$ cat src/rtl/kpad_digit_store.sv
// kpad_digit_store
// Receives accepted keys from the keypad scanner and decodes each one-hot
// row/column pair to a hex key code. It keeps the two most recent codes and
// time-multiplexes them onto a shared active-low seven-segment bus. The right
// digit (an[0]) shows the newest key and the left digit (an[1]) shows the
// previous one.

module kpad_digit_store #(
  parameter int MUX_BITS = 17
) (
  input  logic       clk,
  input  logic       reset,
  input  logic       enable,
  input  logic [3:0] row_pressed,
  input  logic [3:0] col,
  output logic [3:0] digit_new,
  output logic [3:0] digit_old,
  output logic [1:0] valid,
  output logic       key_err,
  output logic [6:0] seg,
  output logic [1:0] an
);

  localparam logic [MUX_BITS-1:0] CNT_ONE = MUX_BITS'(1);
  localparam logic [6:0]          SEG_BLANK = 7'h7F;

  // ---------------------------------------------------------------------------
  // Helper functions
  // ---------------------------------------------------------------------------

  // True when exactly one bit of the nibble is set.
  function automatic logic is_onehot(input logic [3:0] v);
    return (v != 4'd0) && ((v & (v - 4'd1)) == 4'd0);
  endfunction

  // Bit position of a one-hot nibble. Callers only pass one-hot values.
  function automatic logic [1:0] onehot_index(input logic [3:0] v);
    logic [1:0] idx;
    idx = 2'd0;
    case (v)
      4'b0001: idx = 2'd0;
      4'b0010: idx = 2'd1;
      4'b0100: idx = 2'd2;
      4'b1000: idx = 2'd3;
      default: idx = 2'd0;
    endcase
    return idx;
  endfunction

  // Keypad layout: row index in the upper two bits, column index in the lower.
  function automatic logic [3:0] key_code(input logic [1:0] r, input logic [1:0] c);
    logic [3:0] code;
    code = 4'h0;
    case ({r, c})
      4'b00_00: code = 4'h1;
      4'b00_01: code = 4'h2;
      4'b00_10: code = 4'h3;
      4'b00_11: code = 4'hA;
      4'b01_00: code = 4'h4;
      4'b01_01: code = 4'h5;
      4'b01_10: code = 4'h6;
      4'b01_11: code = 4'hB;
      4'b10_00: code = 4'h7;
      4'b10_01: code = 4'h8;
      4'b10_10: code = 4'h9;
      4'b10_11: code = 4'hC;
      4'b11_00: code = 4'hE;
      4'b11_01: code = 4'h0;
      4'b11_10: code = 4'hF;
      4'b11_11: code = 4'hD;
      default:  code = 4'h0;
    endcase
    return code;
  endfunction

  // Active-low segment patterns, bit 0 = segment a and bit 6 = segment g.
  function automatic logic [6:0] seg_pattern(input logic [3:0] d);
    logic [6:0] p;
    p = SEG_BLANK;
    case (d)
      4'h0: p = 7'h40;
      4'h1: p = 7'h79;
      4'h2: p = 7'h24;
      4'h3: p = 7'h30;
      4'h4: p = 7'h19;
      4'h5: p = 7'h12;
      4'h6: p = 7'h02;
      4'h7: p = 7'h78;
      4'h8: p = 7'h00;
      4'h9: p = 7'h10;
      4'hA: p = 7'h08;
      4'hB: p = 7'h03;
      4'hC: p = 7'h46;
      4'hD: p = 7'h21;
      4'hE: p = 7'h06;
      4'hF: p = 7'h0E;
      default: p = SEG_BLANK;
    endcase
    return p;
  endfunction

  // ---------------------------------------------------------------------------
  // Key qualification and decode
  // ---------------------------------------------------------------------------

  logic       key_ok;
  logic [3:0] key_decoded;
  logic       capture;
  logic       reject;

  // Qualify the strobe and decode the pressed key.
  always_comb begin
    // NOTE: every always_comb output gets a default first; a missing branch would otherwise infer a latch.
    key_ok      = is_onehot(row_pressed) && is_onehot(col);
    key_decoded = key_code(onehot_index(row_pressed), onehot_index(col));
    capture     = enable && key_ok;
    reject      = enable && !key_ok;
  end

  // ---------------------------------------------------------------------------
  // Digit history
  // ---------------------------------------------------------------------------

  // Shift a newly captured key into the two-digit history. An invalid strobe
  // only raises the one-cycle error pulse.
  always_ff @(posedge clk) begin
    // NOTE: sequential state uses non-blocking assignments so every register samples pre-edge values.
    if (reset) begin
      digit_new <= 4'h0;
      digit_old <= 4'h0;
      valid     <= 2'b00;
      key_err   <= 1'b0;
    end else begin
      key_err <= reject;
      if (capture) begin
        digit_old <= digit_new;
        digit_new <= key_decoded;
        valid     <= {valid[0], 1'b1};
      end
    end
  end

  // ---------------------------------------------------------------------------
  // Display refresh
  // ---------------------------------------------------------------------------

  logic [MUX_BITS-1:0] refresh_cnt;
  logic                sel;

  // Free-running refresh counter. The digit select flips on the wrap cycle,
  // and key activity never disturbs it.
  always_ff @(posedge clk) begin
    if (reset) begin
      refresh_cnt <= '0;
      sel         <= 1'b0;
    end else begin
      refresh_cnt <= refresh_cnt + CNT_ONE;
      if (&refresh_cnt) begin
        sel <= ~sel;
      end
    end
  end

  logic [3:0] shown_digit;
  logic       shown_valid;

  // Drive the anodes and the segment pattern of the selected digit. An empty
  // history slot stays blank.
  always_comb begin
    shown_digit = sel ? digit_old : digit_new;
    shown_valid = sel ? valid[1] : valid[0];
    an          = sel ? 2'b01 : 2'b10;
    seg         = shown_valid ? seg_pattern(shown_digit) : SEG_BLANK;
  end

endmodule

$ cat config.mk
export PLATFORM = sky130hd
export DESIGN_NAME = kpad_digit_store
export DESIGN_NICKNAME = d
export VERILOG_FILES = /design/src/rtl/kpad_digit_store.sv
export SDC_FILE = /design/constraint.sdc
export NUM_CORES = 1
export LEC_CHECK = 0
export BUFFER_PORTS_ARGS = -buffer_cell sky130_fd_sc_hd__buf_2
export CAP_MARGIN = 20
export CORE_UTILIZATION = 60
export CTS_CLUSTER_SIZE = 30
export DETAILED_ROUTE_END_ITERATION = 10
export PLACE_DENSITY_LB_ADDON = 0.2
export SLEW_MARGIN = 20
export SYNTH_ARGS = -nofsm -noshare
export SYNTH_HDL_FRONTEND = slang
export SYNTH_SLANG_ARGS = --single-unit
$ cat constraint.sdc
create_clock -name clk -period 4.95 [get_ports clk]
set_clock_uncertainty 0.05 [all_clocks]
set_input_delay 0.7425 -clock clk [delete_from_list [all_inputs] [get_ports clk]]
set_output_delay 0.7425 -clock clk [all_outputs]
set_load 0.05 [all_outputs]
==> impl_metrics.tcl <==
set metrics [dict create \
    status "finished, final reports clean" \
    hold_violations 0 \
    io_buffers 30 \
    path_clk_slew_ns 0.10 \
    start_util_pct 62.7 \
    worst_setup_path_start_kind "register" \
    setup_violations 0 \
    ctsHoldBuffers 0 \
    dp_cells 275 \
    slew_headroom_pct 50.4 \
    yosys.area.top_type "dfxtp_1" \
    yosysUniqueCellTypes 47 \
    yosysWarnings 0 \
    grt_pass1_wl_um 6040 \
    viasPerCell 5.69 \
    nNetsFinal 262 \
    timing.final.crit_share_pct 65.0 \
    synthTopCellsByArea "dfxtp_1 (31%), ha_1 (8.6%), xor2_1 (6.0%), nand3_1 (4.0%), nor2_1 (4.0%)" \
    clock.fmax_mhz 311 \
    dr.first_iter.drc_count 134 \
    async_flop_share_pct 0 \
    dpl.hpwl_um 2680 \
    cp_max_fo 9 \
    crit_arrival_ns 2.42 \
    drive_above_1_share_pct 22.2 \
    clkSinkCount 29 \
    cp_slowest_cell "dfxtp_1" \
    cp_cell_sequence "mux2_2 > inv_1 > ha_1 > nor2b_1 > a21oi_1 > o221ai_1 > buf_2" \
    vias 1609 \
    gp_congestion 0.779 \
    worstHoldEndpoint "refresh_cnt[0]$_SDFF_PP0_" \
    core_area_um2 3030 \
    synthCells 215 \
    slew_violations 0 \
    insertion_delay_ns 0.32 \
    area_delta_synth_final_pct 10.6 \
    power_density_nw_per_um2 246 \
    min_path_cells 1 \
    die_h_um 58.3 \
    num_rows 20 \
    finalPower_uw 517 \
    cts_buffers 5 \
    ys.flop_type "dfxtp_1" \
    die_w_um 58.3 \
    rsz0062_at_grt "no" \
    worst_hold_slack_ns 0.420 \
    cts_buffer_depth 2 \
    maxCapViolCount 0 \
    io-pin-count 31 \
    cts_tree "done" \
    post_layout_nonfiller_instances 283 \
    wl_um 3540 \
    min_from "refresh_cnt[0]$_SDFF_PP0_" \
    cpPeakStageDelay_ns 0.57 \
    tightest_slew_ns 0.729 \
    synth_nets 239 \
    synth.avg_cell_area_um2 8.83 \
    r2r_end "refresh_cnt[16]$_SDFF_PP0_" \
    ir_worst_vdd_v 0.000197 \
    grt_overflow 0 \
    synth.yosys.seq_area_share_pct 30.6 \
    n_antenna_cell 0 \
    fin_crit_ns 3.22 \
    grt_max_degree 30 \
    p_leak_uw 0.000801 \
    hp-class "reg -> reg" \
    drc 0 \
    postCtsSetupBuffers 0 \
    synth_edf_count 0 \
    dieArea_um2 3390 \
    wl_per_cell_um 12.5 \
    ctsRootBufferMaster "clkbuf_4" \
    ys_ff_latch 29 \
    netlist_area_um2 1900 \
    totalNegativeSetupSlack_ns 0 \
    grt_usage_pct 22.9 \
    r2r_start "refresh_cnt[0]$_SDFF_PP0_" \
    r2r_slack_ns 3.30 \
    critical_path_class "reg -> out" \
    required_ns 4.16 \
    antenna_found_initial 0 \
    cp-end-kind "output pin" \
    ant_nets 0 \
    h-tree-depth 2 \
    yosysTopAreaCellShare_pct 30.6 \
    n_fill_cell 256 \
    dr.pass1.iters 6 \
    reg2regPathDepth 6 \
    grt_pass1_vias 1404 \
    cts_resized 0 \
]
==> critical path, delay by kind of cell (launching register included) <==
kind | cells | cell delay [ns]
muxes | 1 | 0.43
and+or+nand+nor | 1 | 0.19
DFF | 1 | 0.57
AOI/OAI and AO/OA | 2 | 0.27
buffers and inverters | 2 | 0.42
adders and majority gates | 1 | 0.22
==> report_power, final <==
part           switching [uW]  internal, uW
Combinational            48.5          24.4
Clock                    84.1           120
Sequential               3.16           237
Total                     136           381
==> layout make-up <==
cell class,instances,area [um^2],area share [%]
clock inverters,2,37.5,1.79
well taps,44,55.1,2.62
repair buffers,30,150,7.15
clock buffers,6,51.3,2.44
multi-input cells,166,1200,57.3
inverters,6,22.5,1.07
flip-flops and latches,29,581,27.6
==> cell usage after synthesis, types with 3 or more instances <==
master,count
inv_1,5
nand3_1,15
buf_6,4
and2_1,3
and4_1,3
ha_1,13
and3_1,3
a21oi_1,14
xnor2_1,5
xor2_1,13
nor2b_1,4
nand2_1,11
or3_1,4
o221ai_1,4
mux2i_1,3
mux2_2,4
clkbuf_1,4
buf_2,5
nand4_1,5
nor2_1,20
a311oi_1,5
o21ai_0,10
dfxtp_1,29
==> how the worst max path moves through the flow <==
stage                              startpoint     end  slack [ns]  cells past startpoint
finish                       sel$_SDFFE_PP0P_  seg[4]        1.73                      7
global route                 sel$_SDFFE_PP0P_  seg[5]        1.57                      7
CTS                          sel$_SDFFE_PP0P_  seg[4]        1.72                      7
detailed placement           sel$_SDFFE_PP0P_  seg[4]        2.09                      7
global placement             sel$_SDFFE_PP0P_  seg[5]        2.17                      7
floorplan           digit_new[1]$_SDFFE_PP0P_  seg[2]        1.03                      4
==> placed cells by master, fill, tap and decap left out, types with 3 or more instances in the layout <==
cell,instances
buf_2,30
dfxtp_1,29
nor2_1,20
nand3_1,15
a21oi_1,14
xor2_1,13
ha_1,13
nand2_1,11
o21ai_0,10
inv_1,5
xnor2_1,5
a311oi_1,5
nand4_1,5
clkbuf_4,5
mux2_2,4
or3_1,4
nor2b_1,4
o221ai_1,4
and2_1,3
mux2i_1,3
and4_1,3
and3_1,3
==> routing by layer <==
| metal | up-vias | part of all wire [%] | global-route usage [%] |
|---|---|---|---|
| li1 | 831 | - | - |
| met1 | 742 | 51 | 29.9 |
| met2 | 34 | 45 | 36.8 |
| met3 | 2 | 3.8 | 5.58 |
| met4 | 0 | 0.51 | 8.16 |
| met5 | - | 0 | 0 |
==> state kept, by name, indices dropped and copies added (netlist names) <==
register     cells
valid            2
key_err          1
refresh_cnt     17
digit_old        4
sel              1
digit_new        4
==> stage by stage <==
stage,area (um^2),util [%],setup WS (ns)
final,2100,69.4,1.73
after global routing,2100,69.4,1.57
after CTS,2100,69.4,1.72
after detailed placement,2010,66.4,2.09
after global placement,2010,66.4,2.17
after floorplan,1900,-,1.03
==> logic make-up after synthesis <==
| kind of cell | after synthesis | share of synthesized area, % |
|---|---|---|
| AO/OA/AOI/OAI | 50 | 19.3 |
| XOR/XNOR | 19 | 9.16 |
| adder cells (fa/ha/maj) | 13 | 8.56 |
| buffers and inverters | 20 | 6.06 |
| flip-flops | 29 | 30.6 |
| multiplexers | 8 | 4.68 |
| AND/OR/NAND/NOR | 76 | 21.7 |
No activity file was read; power rests on OpenSTA's default activity.
